$ cat config.mk
export PLATFORM = sky130hd
export DESIGN_NAME = mem_wr
export DESIGN_NICKNAME = d
export VERILOG_FILES = /design/src/rtl/mem_wr_pkg.sv /design/src/rtl/mem_wr_store_buf_fifo.sv /design/src/rtl/mem_wr.sv
export SDC_FILE = /design/constraint.sdc
export NUM_CORES = 1
export LEC_CHECK = 0
export CAP_MARGIN = 0
export CORE_UTILIZATION = 40
export CTS_CLUSTER_DIAMETER = 30
export DETAILED_ROUTE_END_ITERATION = 10
export HOLD_SLACK_MARGIN = 0.02
export PLACE_DENSITY = 0.72
export SYNTH_ARGS = -nofsm -noshare
export SYNTH_HDL_FRONTEND = slang
export SYNTH_HIERARCHICAL = 1
export SYNTH_SLANG_ARGS = --single-unit
$ cat constraint.sdc
create_clock -name CLK -period 8.6 [get_ports CLK]
set_clock_uncertainty 0.05 [all_clocks]
set_input_delay 1.72 -clock CLK [delete_from_list [all_inputs] [get_ports CLK]]
set_output_delay 1.72 -clock CLK [all_outputs]
set_load 0.05 [all_outputs]
$ cat src/rtl/mem_wr_pkg.sv
// mem_wr_pkg: shared widths and the store-buffer entry layout for the
// writeback stage.
//   XLEN       data/address width
//   REG_IDX_W  register-file index width
//   STRB_W     byte-strobe width
//   sb_entry_t one store-buffer entry {addr, strb, data}
//   SB_ENTRY_W packed width of sb_entry_t (68)
package mem_wr_pkg;

  localparam int XLEN      = 32;
  localparam int REG_IDX_W = 5;
  localparam int STRB_W    = 4;

  typedef struct packed {
    logic [XLEN-1:0]   addr;
    logic [STRB_W-1:0] strb;
    logic [XLEN-1:0]   data;
  } sb_entry_t;

  localparam int SB_ENTRY_W = $bits(sb_entry_t);

endpackage

$ cat src/rtl/mem_wr_store_buf_fifo.sv
// store_buf_fifo: small synchronous FIFO with asynchronous active-high reset.
// Ports:
//   clk, rst        clock / async reset (active high)
//   push, wdata     write an entry (ignored while full)
//   pop             advance the head (ignored while empty)
//   full, empty     occupancy flags
//   head            current head entry, combinational from storage
module store_buf_fifo
  import mem_wr_pkg::*;
#(
  parameter int WIDTH = SB_ENTRY_W,
  parameter int DEPTH = 2
) (
  input  logic             clk,
  input  logic             rst,
  input  logic             push,
  input  logic [WIDTH-1:0] wdata,
  input  logic             pop,
  output logic             full,
  output logic             empty,
  output logic [WIDTH-1:0] head
);

  localparam int AW    = $clog2(DEPTH);
  localparam int PTR_W = AW + 1;

  // One extra pointer bit distinguishes full from empty when low bits match.
  logic [PTR_W-1:0] wp;
  logic [PTR_W-1:0] rp;
  logic [WIDTH-1:0] mem [DEPTH];
  logic             do_push;
  logic             do_pop;

  assign empty   = (wp == rp);
  assign full    = (wp[PTR_W-1] != rp[PTR_W-1]) && (wp[AW-1:0] == rp[AW-1:0]);
  assign do_push = push && !full;
  assign do_pop  = pop && !empty;
  assign head    = mem[rp[AW-1:0]];

  // Storage is cleared on reset so the head reads as zero immediately.
  always_ff @(posedge clk or posedge rst) begin
    if (rst) begin
      wp <= '0;
      rp <= '0;
      for (int i = 0; i < DEPTH; i++) begin
        mem[i] <= '0;
      end
    end else begin
      if (do_push) begin
        mem[wp[AW-1:0]] <= wdata;
        wp              <= wp + PTR_W'(1);
      end
      if (do_pop) begin
        rp <= rp + PTR_W'(1);
      end
    end
  end

endmodule

$ cat src/rtl/mem_wr.sv
// mem_wr: final pipeline stage. Registers the mem_rd results into the
// writeback registers and drains committed stores to data memory through an
// in-order store buffer with a valid/ready write port.
// Ports:
//   CLK, RST                      clock / async reset (active high)
//   STALL                         global pipeline stall
//   M_PC, M_INST, M_VALID         instruction from mem_rd
//   M_REG_D, M_REG_D_V            destination index / value
//   M_STORE_WREN/ADDR/STRB/DATA   store request
//   W_PC, W_INST, W_VALID         retired instruction (trace)
//   W_REG_D, W_REG_D_V, W_REG_WREN register-file write port
//   STALL_REQ                     store buffer full with a store waiting
//   STORE_PENDING                 store buffer non-empty
//   DATA_WR_VALID/READY           data-memory write handshake
//   DATA_WR_ADDR/STRB/DATA        head store-buffer entry
module mem_wr
  import mem_wr_pkg::*;
#(
  parameter int SB_DEPTH = 2
) (
  input  logic                 CLK,
  input  logic                 RST,
  input  logic                 STALL,
  input  logic [XLEN-1:0]      M_PC,
  input  logic [XLEN-1:0]      M_INST,
  input  logic                 M_VALID,
  input  logic [REG_IDX_W-1:0] M_REG_D,
  input  logic [XLEN-1:0]      M_REG_D_V,
  input  logic                 M_STORE_WREN,
  input  logic [XLEN-1:0]      M_STORE_ADDR,
  input  logic [STRB_W-1:0]    M_STORE_STRB,
  input  logic [XLEN-1:0]      M_STORE_DATA,
  output logic [XLEN-1:0]      W_PC,
  output logic [XLEN-1:0]      W_INST,
  output logic                 W_VALID,
  output logic [REG_IDX_W-1:0] W_REG_D,
  output logic [XLEN-1:0]      W_REG_D_V,
  output logic                 W_REG_WREN,
  output logic                 STALL_REQ,
  output logic                 STORE_PENDING,
  output logic                 DATA_WR_VALID,
  input  logic                 DATA_WR_READY,
  output logic [XLEN-1:0]      DATA_WR_ADDR,
  output logic [STRB_W-1:0]    DATA_WR_STRB,
  output logic [XLEN-1:0]      DATA_WR_DATA
);

  sb_entry_t push_entry;
  sb_entry_t head_entry;
  logic      sb_full;
  logic      sb_empty;
  logic      push;
  logic      pop;

  assign push_entry = '{addr: M_STORE_ADDR, strb: M_STORE_STRB, data: M_STORE_DATA};
  assign push       = !STALL && M_VALID && M_STORE_WREN;
  assign pop        = DATA_WR_VALID && DATA_WR_READY;

  store_buf_fifo #(
    .WIDTH (SB_ENTRY_W),
    .DEPTH (SB_DEPTH)
  ) u_store_buf (
    .clk   (CLK),
    .rst   (RST),
    .push  (push),
    .wdata (push_entry),
    .pop   (pop),
    .full  (sb_full),
    .empty (sb_empty),
    .head  (head_entry)
  );

  assign DATA_WR_VALID = !sb_empty;
  assign STORE_PENDING = !sb_empty;
  assign DATA_WR_ADDR  = head_entry.addr;
  assign DATA_WR_STRB  = head_entry.strb;
  assign DATA_WR_DATA  = head_entry.data;

  // Deliberately independent of STALL: this signal feeds the stall logic.
  // A pop in the same cycle does not drop it; the push simply lands next cycle.
  assign STALL_REQ = sb_full && M_VALID && M_STORE_WREN;

  // On stall only the valid drops; the payload holds so a stalled instruction
  // retires exactly once when the stall clears.
  always_ff @(posedge CLK or posedge RST) begin
    if (RST) begin
      W_PC       <= '0;
      W_INST     <= '0;
      W_VALID    <= 1'b0;
      W_REG_D    <= '0;
      W_REG_D_V  <= '0;
      W_REG_WREN <= 1'b0;
    end else if (STALL) begin
      W_VALID    <= 1'b0;
      W_REG_WREN <= 1'b0;
    end else begin
      W_PC       <= M_PC;
      W_INST     <= M_INST;
      W_VALID    <= M_VALID;
      W_REG_D    <= M_REG_D;
      W_REG_D_V  <= M_REG_D_V;
      W_REG_WREN <= M_VALID && (M_REG_D != '0);
    end
  end

endmodule

Word level (Yosys, flattened, before mapping)

Cells that the tools add are included.

Flip-flop bits (word level): 243
Bits in latches: 0
Bits in writable memories: 0
Memory bits (read-only): 0
Output and inout bits: 174
Memories kept: 0

Add/sub/neg operators: 2
Multipliers: 0
Divide/modulo/power cells: 0
Magnitude comparators: 3
Eq/ne operators: 3
Shift-type cells: 0
Multiplexer cells: 8
Bitwise gates (word level): 2
Reductions and logical operators: 14

Operators by type and width:

| kind                | count |
|---|---|
| $mux 68             | 4 |
| $bwmux 136          | 1 |
| $demux 68 s1        | 1 |
| $logic_and 1x1->1   | 10 |
| $reduce_bool 5->1   | 1 |
| $add 2x1->2 const B | 2 |
| $ge 2x2->1 const B  | 2 |
| $not 1->2           | 2 |
| $logic_not 1->1     | 3 |
| $eq 2x2->1          | 1 |
| $lt 2x1->1 const B  | 1 |
| $mux 1              | 2 |
| $eq 1x1->1          | 1 |
| $ne 1x1->1          | 1 |

Logic depth before layout (Yosys ltp)

Gate-level depths: netlist (run 1).

Depth in word-level cells: 6
Depth in mapped cells: 8
Depth with buffers taken out: 5

By module

Netlist (run 1), hierarchy kept.

By module, submodules not included:

| module         | instances | cells an instance | area each (um^2) |
|---|---|---|---|
| store_buf_fifo | 1         | 391               | 6,085.8 |
| mem_wr         | 1         | 224               | 3,877.5 |

Worst setup path before layout (run 1)

OpenSTA, ideal clock, no wires.

Path type: input to output
Start point: in M_STORE_WREN
End point: out STALL_REQ
Arrival time: 2,169 ps
Required time: 6,830 ps
Path slack: 4,661 ps
Cell stages on the path: 1
Cells stage by stage: and3_1

Cells in the longest elaborated chain, start to end: 1

Ends and longest elaborated chain:

| element            | RTL line     | RTL |
|---|---|---|
| start: declaration | mem_wr.sv:29 | `input logic M_STORE_WREN,` |
| $logic_and 1x1->1  | mem_wr.sv:81 | `assign STALL_REQ = sb_full && M_VALID && M_STORE_WREN;` |
| end: declaration   | mem_wr.sv:39 | `output logic STALL_REQ,` |

No other way between the ends.

Final worst setup path (run 1)

Ends and elaborated chain as after synthesis.

==> flow_summary_export.csv, run 1 <==
group,metric,value,unit
logic_synthesis,netlist_instances,615,
route,wl,25.1,mm
critical_path,path_buf_inv,2,
layout,area_growth,58.0,%
floorplan,rows,57,
route,dr.first_iter.drc_count,215,
timing,rsz0062_at_grt,"no",
route,dr.pass1.iters,4,
cts,cts_resized,0,
grt,grt_use_met2,33.2,%
layout,nFillCells,1804,
pwr,cellLeakagePower,6.65,nW
flow_run,drv_cap,0,
critical_path,cp-start-kind,"primary input",
floorplan,die_w,160,um
cts,htreeDepth,2,
cts,insertion_delay,0.54,ns
timing,min_period_over_period,57.3,%
floorplan,die_area,25500,sq um
cts,cts_sinks,243,
worst_hold_path,hold_path_class,"flop to flop",
placement,dp_hpwl,16.8,mm
timing,max_freq,203,MHz
pwr,p_switching,2.40,mW
pwr,p_int,4.22,mW
logic_synthesis,ys_ff_latch,243,
layout,seq_area,6080,sq um
status,status,"finished, final reports clean",
floorplan,initial_core_util,40.8,%
critical_path,critPathCaptureType,"primary output",
critical_path,critPathSlowestCell,"clkdlybuf4s50_1",
timing,fin_crit,4.93,ns
logic_synthesis,synth_nets,790,
placement,io_buffers,348,
timing,slew_violations,0,
worst_hold_path,min_path_cells,1,
cts,clockBufferDepth,3,
logic_synthesis,syn_area_per_cell,16.2,sq um
layout,drive_above_1_share,34.0,%
timing,relSlewSlack,33.6,%
critical_path,cp.required,6.83,ns
logic_synthesis,syn-cell-area,9960,sq um
grt,use_met1,24.6,%
timing,setup_violations,0,
pwr,p_per_area,420,nW/um^2
route,drtAntennaViolNets,0,
logic_synthesis,seq_area_frac_synth,61.0,%
cts,path_clk_slew,0.04,ns
pwr,netSwitchingFraction,36.3,%
critical_path,crit_top_cell,"clkdlybuf4s50_1",
layout,multiInputGateArea,3630,sq um
pwr,p_comb_share,39.5,%
critical_path,slowest_delay,0.80,ns
critical_path,reg2reg_depth,4,
timing,tns,0,ns
grt,grt_start_max_net_pins,86,
grt,grt_usage,19.8,%
critical_path,crit_fanout,2,
floorplan,core_area,24400,sq um
critical_path,worst_ep_arrival_time,3.16,ns
grt,grt_pass1_vias,7136,
placement,place.gp.congestion,0.823,
critical_path,worst-path-stages,3,
floorplan,die_h,160,um
cts,cts_buffers,56,
timing,hold_viol,0,
critical_path,path_cells,"clkdlybuf4s50_1 > and3_1 > clkdlybuf4s50_1",
route,vias_per_cell,4.71,
timing,finalHoldWorstSlack,0.426,ns
route,via_count,6419,
critical_path,critical_path.top_delay_family,"buffers and inverters",
pwr,clkPwrFrac,34.5,%
cts,hold_buffers,0,
grt,grt_first_pass_wirelength,39.8,mm
critical_path,path_class,"primary input to primary output",
grt,grt.met3_usage,4.65,%
cts,cts_root_buffer,"clkbuf_16",
layout,nNetsFinal,1167,
timing,worst-slew-pin-transition,0.995,ns
cts,cts_tree,"built",
floorplan,io_pins,349,
cts,post_cts_buffers,0,
route,wl_per_cell,18.4,um
grt,antenna_found_initial,2,
pwr,ir_worst_vdd,0.000276,V
route,drc_errors,0,
logic_synthesis,yosysWarnings,6,
logic_synthesis,synth_cell_types,27,
grt,grt_overflow,0,
pwr,seqPwrFrac,26.0,%
grt,grt_busiest_layer,"met2",
==> worst paths after layout <==
kind | from | slack, ns | end
min in group asynchronous | RST | 1.61 | W_VALID$_DFF_PP0_
worst max-delay path | M_STORE_WREN | 3.67 | STALL_REQ
worst min register to register | u_store_buf/mem[53]$_DFFE_PP0P_ | 0.43 | u_store_buf/mem[53]$_DFFE_PP0P_
max in group asynchronous | RST | 5.50 | u_store_buf/mem[103]$_DFFE_PP0P_
worst max register to register | u_store_buf/rp[1]$_DFFE_PP0P_ | 6.25 | u_store_buf/mem[13]$_DFFE_PP0P_
worst min-delay path | u_store_buf/mem[53]$_DFFE_PP0P_ | 0.43 | u_store_buf/mem[53]$_DFFE_PP0P_
==> placed cells by master, fill, tap and decap left out, types with 2 or more instances in the layout <==
| cell | synthesis | routed |
|---|---|---|
| clkdlybuf4s50_1 | 0 | 347 |
| dfrtp_1 | 243 | 242 |
| mux2_2 | 241 | 241 |
| mux2_1 | 65 | 65 |
| clkbuf_16 | 0 | 57 |
| bufinv_16 | 0 | 12 |
| clkinv_2 | 0 | 12 |
| clkbuf_8 | 0 | 9 |
| buf_4 | 5 | 7 |
| clkinvlp_4 | 0 | 5 |
| clkbuf_1 | 2 | 4 |
| nor2b_1 | 3 | 3 |
| inv_6 | 0 | 3 |
| clkinv_4 | 0 | 3 |
| nand2_1 | 3 | 3 |
| nor2_1 | 3 | 3 |
| diode_2 | 0 | 2 |
| xor2_1 | 2 | 2 |
| a21oi_1 | 2 | 2 |
| o21ai_0 | 2 | 2 |
| nand3_1 | 2 | 2 |
==> power by group through the flow <==
| stage | logic, mW | registers, mW | clock network [mW] |
|---|---|---|---|
| 6_report | 2.61 | 1.72 | 2.28 |
| 5_1_grt | 2.73 | 1.78 | 2.39 |
| 4_1_cts | 2.64 | 1.72 | 2.33 |
| 3_5_place_dp | 2.62 | 1.74 | 0 |
| 3_3_place_gp | 2.61 | 1.72 | 0 |
| 2_1_floorplan | 1.70 | 1.83 | 0 |
==> Yosys cell counts <==
library cell	number	share of area [%]
nand2_1	3	0.11
and2_1	1	0.063
or4_1	1	0.075
a21oi_2	1	0.088
nand2b_1	1	0.063
dfrtp_1	243	61
a21boi_0	1	0.075
clkbuf_1	2	0.075
nand3_1	2	0.10
buf_2	16	0.80
mux2_2	241	27
buf_6	11	1.2
o21ai_2	1	0.088
a21oi_1	2	0.10
a31oi_1	1	0.063
o21a_1	1	0.075
o21ai_0	2	0.10
xnor2_1	1	0.088
inv_1	3	0.11
xor2_1	2	0.18
and3_1	1	0.063
nor2_1	3	0.11
buf_4	5	0.38
nor2b_1	3	0.19
mux2i_1	1	0.10
mux2_1	65	7.3
buf_1	1	0.038
==> worst reg2reg max path, cell delays in order (launching register included) <==
cell and delay [ns]:
dfrtp_1 0.43, xor2_1 0.24, a21oi_4 0.31, buf_4 0.73, mux2_2 0.47
==> logic make-up (layout without fill, tap and decap cells) <==
family / after synthesis / in the layout / synth area share, %
other cells: 0 / 2 / 0
compound gates: 9 / 9 / 0.590
flops: 243 / 243 / 61.0
mux: 307 / 307 / 34.7
buf+inv: 38 / 461 / 2.65
simple gates: 15 / 15 / 0.779
xor+xnor: 3 / 3 / 0.264
==> registers in the layout, summed over array words and instances, names as in the netlist <==
| signal | cells |
|---|---|
| u_store_buf/mem | 136 |
| W_INST | 32 |
| W_PC | 32 |
| W_REG_D_V | 32 |
| W_REG_D | 5 |
| u_store_buf/rp | 2 |
| u_store_buf/wp | 2 |
| W_REG_WREN | 1 |
| W_VALID | 1 |
==> metrics by stage <==
stage | worst slack [ns] | util (%) | total power, mW | area (sq um) | instances
6_report | 3.67 | 64.5 | 6.62 | 15700 | 1364
5_1_grt | 3.66 | 64.5 | 6.89 | 15700 | 1364
4_1_cts | 3.67 | 64.5 | 6.69 | 15700 | 1362
3_5_place_dp | 3.70 | 56.0 | 4.36 | 13700 | 1258
3_3_place_gp | 3.69 | 56.0 | 4.33 | 13700 | 1258
2_1_floorplan | 3.08 | - | 3.53 | 9960 | 615
==> layout make-up <==
type	count	area share, %
inverters	3	0.119
clock inverters	34	3.19
clock buffers	70	9.94
well taps	324	2.58
repair buffers	354	22.4
multi-input cells	334	23.1
flip-flops and latches	243	38.7
diodes	2	0.0318
==> layer usage <==
layer / part of all wire, % / routed length (um)
met1: 41 / 10400
met2: 51 / 12700
met3: 5.2 / 1300
met4: 2.6 / 652
met5: 0 / 0
Note: power is estimated with default switching activity, not from simulation.
==> run 2, diff against run 1 <==
- PLACE_DENSITY: 0.72 -> 0.75
- clock period: 8.6 -> 4.3 ns (I/O delays scaled with it)
==> run 2 against run 1 <==
Against the previous run:
- sequential cell count unchanged
- via count up 0.93%
- first-iteration DRC count up 10%
- utilization up 0.70 points
- cell count up 0.44%
- total power up 100%
- final area up 1.1%
- sequential share of layout area down 0.42 points
- critical path depth unchanged
- sequential power up 100%
- clock-buffer cell count up 13
- register-to-register slack worse by 4.1 ns
- critical path type is now flop to primary output
- critical endpoint is now DATA_WR_ADDR[16]
- largest power group unchanged
==> flow_summary_export.csv, run 2 (synthesized netlist as in run 1, its figures left out) <==
group,metric,value,unit
grt,antenna_found_initial,0,
critical_path,path_class,"flop to primary output",
timing,relSlewSlack,28.2,%
timing,max_freq,273,MHz
grt,grt_usage,20.2,%
critical_path,rrSetupSlack,2.13,ns
layout,nNetsFinal,1171,
pwr,ir_worst_vdd,0.000640,V
cts,cts_buffers,59,
floorplan,die_h,160,um
timing,slew_violations,0,
timing,finalHoldWorstSlack,0.428,ns
placement,io_buffers,348,
layout,multiInputGateArea,3630,sq um
cts,clockBufferDepth,3,
cts,cts_tree,"built",
worst_hold_path,hold_end,"u_store_buf/mem[51]$_DFFE_PP0P_",
route,wl_per_cell,18.6,um
timing,fin_crit,3.67,ns
cts,insertion_delay,0.56,ns
flow_run,drv_cap,0,
status,status,"finished, final reports clean",
placement,dp_hpwl,16.7,mm
timing,worst-slew-pin-transition,1.08,ns
grt,grt_first_pass_wirelength,40.6,mm
cts,cts_sinks,243,
layout,antenna_cells,0,
route,dr.first_iter.drc_count,237,
layout,drive_above_1_share,34.2,%
pwr,cellLeakagePower,6.72,nW
timing,tns,0,ns
route,drtAntennaViolNets,0,
route,via_count,6479,
worst_hold_path,hold_path_class,"flop to flop",
critical_path,reg2reg_depth,4,
critical_path,worst_ep_arrival_time,2.76,ns
cts,hold_buffers,0,
layout,layout_common_cells,"clkdlybuf4s50_1, dfrtp_1, mux2_2, mux2_1, clkbuf_16",
critical_path,path_buf_inv,2,
placement,place.gp.congestion,0.813,
layout,final_common_cell,"clkdlybuf4s50_1",
floorplan,die_area,25500,sq um
critical_path,crit_fanout,45,
critical_path,path_cells,"buf_12 > mux2_2 > clkdlybuf4s50_1",
cts,htreeDepth,2,
critical_path,critPathCaptureType,"primary output",
layout,top_register,"u_store_buf/mem",
timing,hold_viol,0,
critical_path,cp.required,3.39,ns
floorplan,initial_core_util,40.8,%
timing,setup_violations,0,
layout,area_growth,59.7,%
grt,grt_overflow,0,
timing,min_period_over_period,85.3,%
pwr,p_per_area,844,nW/um^2
floorplan,io_pins,349,
timing,rsz0062_at_grt,"no",
route,wl,25.5,mm
floorplan,die_w,160,um
cts,cts_root_buffer,"clkbuf_16",
critical_path,timing.rr.end,"u_store_buf/mem[124]$_DFFE_PP0P_",
critical_path,critPathSlowestCell,"dfrtp_4",
floorplan,rows,57,
critical_path,slowest_delay,0.73,ns
cts,post_cts_buffers,0,
layout,nFillCells,1776,
critical_path,cp-start-kind,"flop",
grt,grt_start_max_net_pins,141,
cts,cts_resized,0,
grt,grt_pass1_vias,7279,
cts,path_clk_slew,0.04,ns
route,drc_errors,0,
floorplan,core_area,24400,sq um
critical_path,critical_path.top_delay_family,"buffers and inverters",
worst_hold_path,min_path_cells,1,
route,dr.pass1.iters,4,
critical_path,worstReg2RegStart,"u_store_buf/rp[0]$_DFFE_PP0P_",
layout,seq_area,6080,sq um
worst_hold_path,hold_start,"u_store_buf/mem[51]$_DFFE_PP0P_",
layout,largest_reg_flops,136,
route,vias_per_cell,4.73,
-- run 2: cell types whose count changed in the layout (fill, tap and decap cells not counted), sizes merged --
cell,change
clkinv,-4
clkbuf,+13
inv,-2
diode,-2
bufinv,-2
buf,+1
clkinvlp,+2
-- run 2: stage by stage --
stage	instances	util [%]	worst slack [ns]	instance area, sq um	total power, mW
2_1_floorplan	615	-	0.686	9970	7.06
3_3_place_gp	1259	56.3	1.07	13700	8.68
3_5_place_dp	1259	56.3	1.00	13700	8.74
4_1_cts	1370	65.2	0.560	15900	13.6
5_1_grt	1370	65.2	0.502	15900	14.0
6_report	1370	65.2	0.632	15900	13.4
-- run 2: cell type report --
type / instances / share of cell area, %
Sequential cell: 243 / 38.2
Multi-Input combinational cell: 334 / 22.8
Timing Repair Buffer: 355 / 22.5
Clock buffer: 83 / 10.9
Clock inverter: 28 / 2.83
Tap cell: 324 / 2.55
Inverter: 3 / 0.110
-- run 2: worst max-delay path by stage --
stage                                       to                          start  depth (start not counted)
2_1_floorplan            W_INST[0]$_DFFE_PP0N_                            RST                          1
3_3_place_gp   u_store_buf/mem[14]$_DFFE_PP0P_                        M_VALID                          7
3_5_place_dp   u_store_buf/mem[20]$_DFFE_PP0P_                        M_VALID                          7
4_1_cts                       DATA_WR_ADDR[19]  u_store_buf/rp[0]$_DFFE_PP0P_                          3
5_1_grt                       DATA_WR_ADDR[16]  u_store_buf/rp[0]$_DFFE_PP0P_                          3
6_report                      DATA_WR_ADDR[16]  u_store_buf/rp[0]$_DFFE_PP0P_                          3
-- run 2: worst register-to-register path, delay by kind of cell, from the launching register on --
kind / cells / cell delay [ns]
compound gates: 1 / 0.20
flops: 1 / 0.67
buf+inv: 2 / 0.63
mux: 1 / 0.50
-- run 2: power by group --
part | switching [mW] | internal (mW) | total [mW]
sequential | 0.428 | 3.05 | 3.48
clock | 1.33 | 3.39 | 4.72
combinational | 3.10 | 2.14 | 5.23
total | 4.86 | 8.57 | 13.4
-- run 2: metal layers --
layer | wire, um | vias up | track usage [%] | share of wire [%]
met3 | 1390 | 54 | 5.17 | 5.4
li1 | - | 2988 | - | -
met5 | 0 | - | 0 | 0
met1 | 10700 | 3236 | 25.4 | 42
met4 | 743 | 0 | 8.18 | 2.9
met2 | 12700 | 201 | 33.5 | 50
==> run 3, diff against run 2 <==
- RECOVER_POWER: unset -> 100
==> run 3 against run 2 <==
Against the previous run:
- the run now ends with capacitance limit, slew limit left
- sequential share of layout area is 0.13 points higher
- final area down 0.35%
- worst setup slack worse by 0.12 ns
- first-iteration DRC count down 8.0%
- clock power hardly changed
- fmax fell by 3.3%
- hold slack got worse by 0.00086 ns
- total power is 1.9% lower
- cell count is the same
- utilization shrank 0.23 points
- sequential power about the same
- routed wire length hardly changed
==> flow_summary_export.csv, run 3 (synthesized netlist as in run 1, its figures left out) <==
group,metric,value,unit
route,wl,25.5,mm
cts,cts_tree,"built",
layout,area_growth,59.1,%
layout,nFillCells,1784,
layout,design_area,15900,sq um
critical_path,slowest_delay,1.24,ns
floorplan,initial_core_util,40.8,%
critical_path,crit_fanout,68,
pwr,p_per_area,831,nW/um^2
timing,min_period_over_period,88.2,%
floorplan,rows,57,
cts,insertion_delay,0.56,ns
route,wl_per_cell,18.6,um
grt,grt_start_max_net_pins,141,
floorplan,die_w,160,um
timing,tns,0,ns
cts,cts_sinks,243,
timing,hold_viol,0,
cts,clockBufferDepth,3,
status,status,"complete, but fails checks",
route,dr.pass1.iters,4,
worst_hold_path,hold_path_class,"flop to flop",
pwr,cellLeakagePower,6.79,nW
cts,post_cts_buffers,0,
floorplan,die_h,160,um
route,dr.first_iter.drc_count,218,
cts,htreeDepth,2,
critical_path,path_class,"primary input to flop",
layout,antenna_cells,0,
route,via_count,6525,
layout,nNetsFinal,1171,
placement,place.gp.congestion,0.813,
floorplan,io_pins,349,
placement,dp_hpwl,16.7,mm
placement,placed_cell_area,13700,sq um
flow_run,drv_cap,5,
layout,final_common_cell,"dfrtp_1",
cts,hold_buffers,0,
grt,grt_usage,20.2,%
timing,worst-slew-pin-transition,1.95,ns
critical_path,critPathSlowestCell,"buf_2",
cts,cts_buffers,59,
timing,rsz0062_at_grt,"no",
cts,path_clk_slew,0.04,ns
placement,place_ws,1.00,ns
layout,top_register,"u_store_buf/mem",
pwr,ir_worst_vdd,0.000619,V
route,vias_per_cell,4.76,
critical_path,cp-start-kind,"primary input",
timing,max_freq,264,MHz
grt,grt_overflow,0,
timing,relSlewSlack,-30.0,%
layout,largest_reg_flops,136,
cts,cts_resized,0,
timing,finalHoldWorstSlack,0.427,ns
grt,antenna_found_initial,0,
timing,setup_violations,0,
critical_path,critPathCaptureType,"flop",
layout,drive_above_1_share,34.0,%
grt,grt_first_pass_wirelength,40.6,mm
floorplan,die_area,25500,sq um
critical_path,path_cells,"dlygate4sd3_1 > nor2b_1 > and2_0 > nand2_1 > a21oi_4 > buf_2 > mux2_2",
floorplan,core_area,24400,sq um
placement,io_buffers,348,
route,drc_errors,0,
route,drtAntennaViolNets,0,
status,violations,"capacitance limit, slew limit",
timing,fin_crit,3.79,ns
cts,cts_root_buffer,"clkbuf_16",
grt,grt_pass1_vias,7279,
timing,slew_violations,429,
layout,layout_common_cells,"dfrtp_1, mux2_2, dlygate4sd3_1, clkdlybuf4s50_1, mux2_1",
critical_path,worst_ep_arrival_time,4.17,ns
timing,worst_slack,0.508,ns
critical_path,cp.required,4.68,ns
[run 3: critical path, delay by kind of cell]
family | cells | cell delay, ns
buf+inv | 2 | 1.78
simple gates | 3 | 0.85
mux | 1 | 0.44
compound gates | 1 | 0.13
[run 3: report_power, final]
part | total, mW | internal [mW] | leakage [nW] | switching, mW
Clock | 4.72 | 3.39 | 1.06 | 1.34
Combinational | 4.99 | 1.92 | 2.83 | 3.07
Sequential | 3.47 | 3.05 | 2.90 | 0.422
[run 3: path summary, 6_finish.rpt]
check / from / end / slack (ns) / cells past startpoint
setup / recovery: M_VALID / u_store_buf/mem[7]$_DFFE_PP0P_ / 0.51 / 7
hold / removal: u_store_buf/mem[51]$_DFFE_PP0P_ / u_store_buf/mem[51]$_DFFE_PP0P_ / 0.43 / 1
setup reg to reg: u_store_buf/rp[0]$_DFFE_PP0P_ / u_store_buf/mem[124]$_DFFE_PP0P_ / 1.17 / 4
hold reg to reg: u_store_buf/mem[51]$_DFFE_PP0P_ / u_store_buf/mem[51]$_DFFE_PP0P_ / 0.43 / 1
max in group asynchronous: RST / u_store_buf/rp[0]$_DFFE_PP0P_ / 1.22 / 3
min in group asynchronous: RST / W_REG_D_V[27]$_DFFE_PP0N_ / 1.34 / 2
[run 3: per-layer routing]
metal  up-vias  global-route usage (%)  wire (um)
met1      3263                    25.4      10500
met3        55                    5.17       1490
met5         -                       0          0
met2       212                    33.5      12800
met4         0                    8.18        746
li1       2995                       -          -
[run 3: area by class of cell]
| class | instances | area, sq um | area share (%) |
|---|---|---|---|
| tap | 324 | 405 | 2.56 |
| clock inverter | 28 | 450 | 2.84 |
| sequential | 243 | 6080 | 38.4 |
| clock buffer | 83 | 1740 | 11.0 |
| multi-input combinational | 334 | 3630 | 22.9 |
| inverter | 3 | 15.0 | 0.0947 |
| timing repair buffer | 355 | 3530 | 22.3 |
[run 3: through the flow]
stage,power [mW],utilization (%),std cells
2_1_floorplan,7.06,-,615
3_3_place_gp,8.68,56.3,1259
3_5_place_dp,8.74,56.3,1259
4_1_cts,13.6,65.2,1370
5_1_grt,13.8,65.0,1370
6_report,13.2,65.0,1370
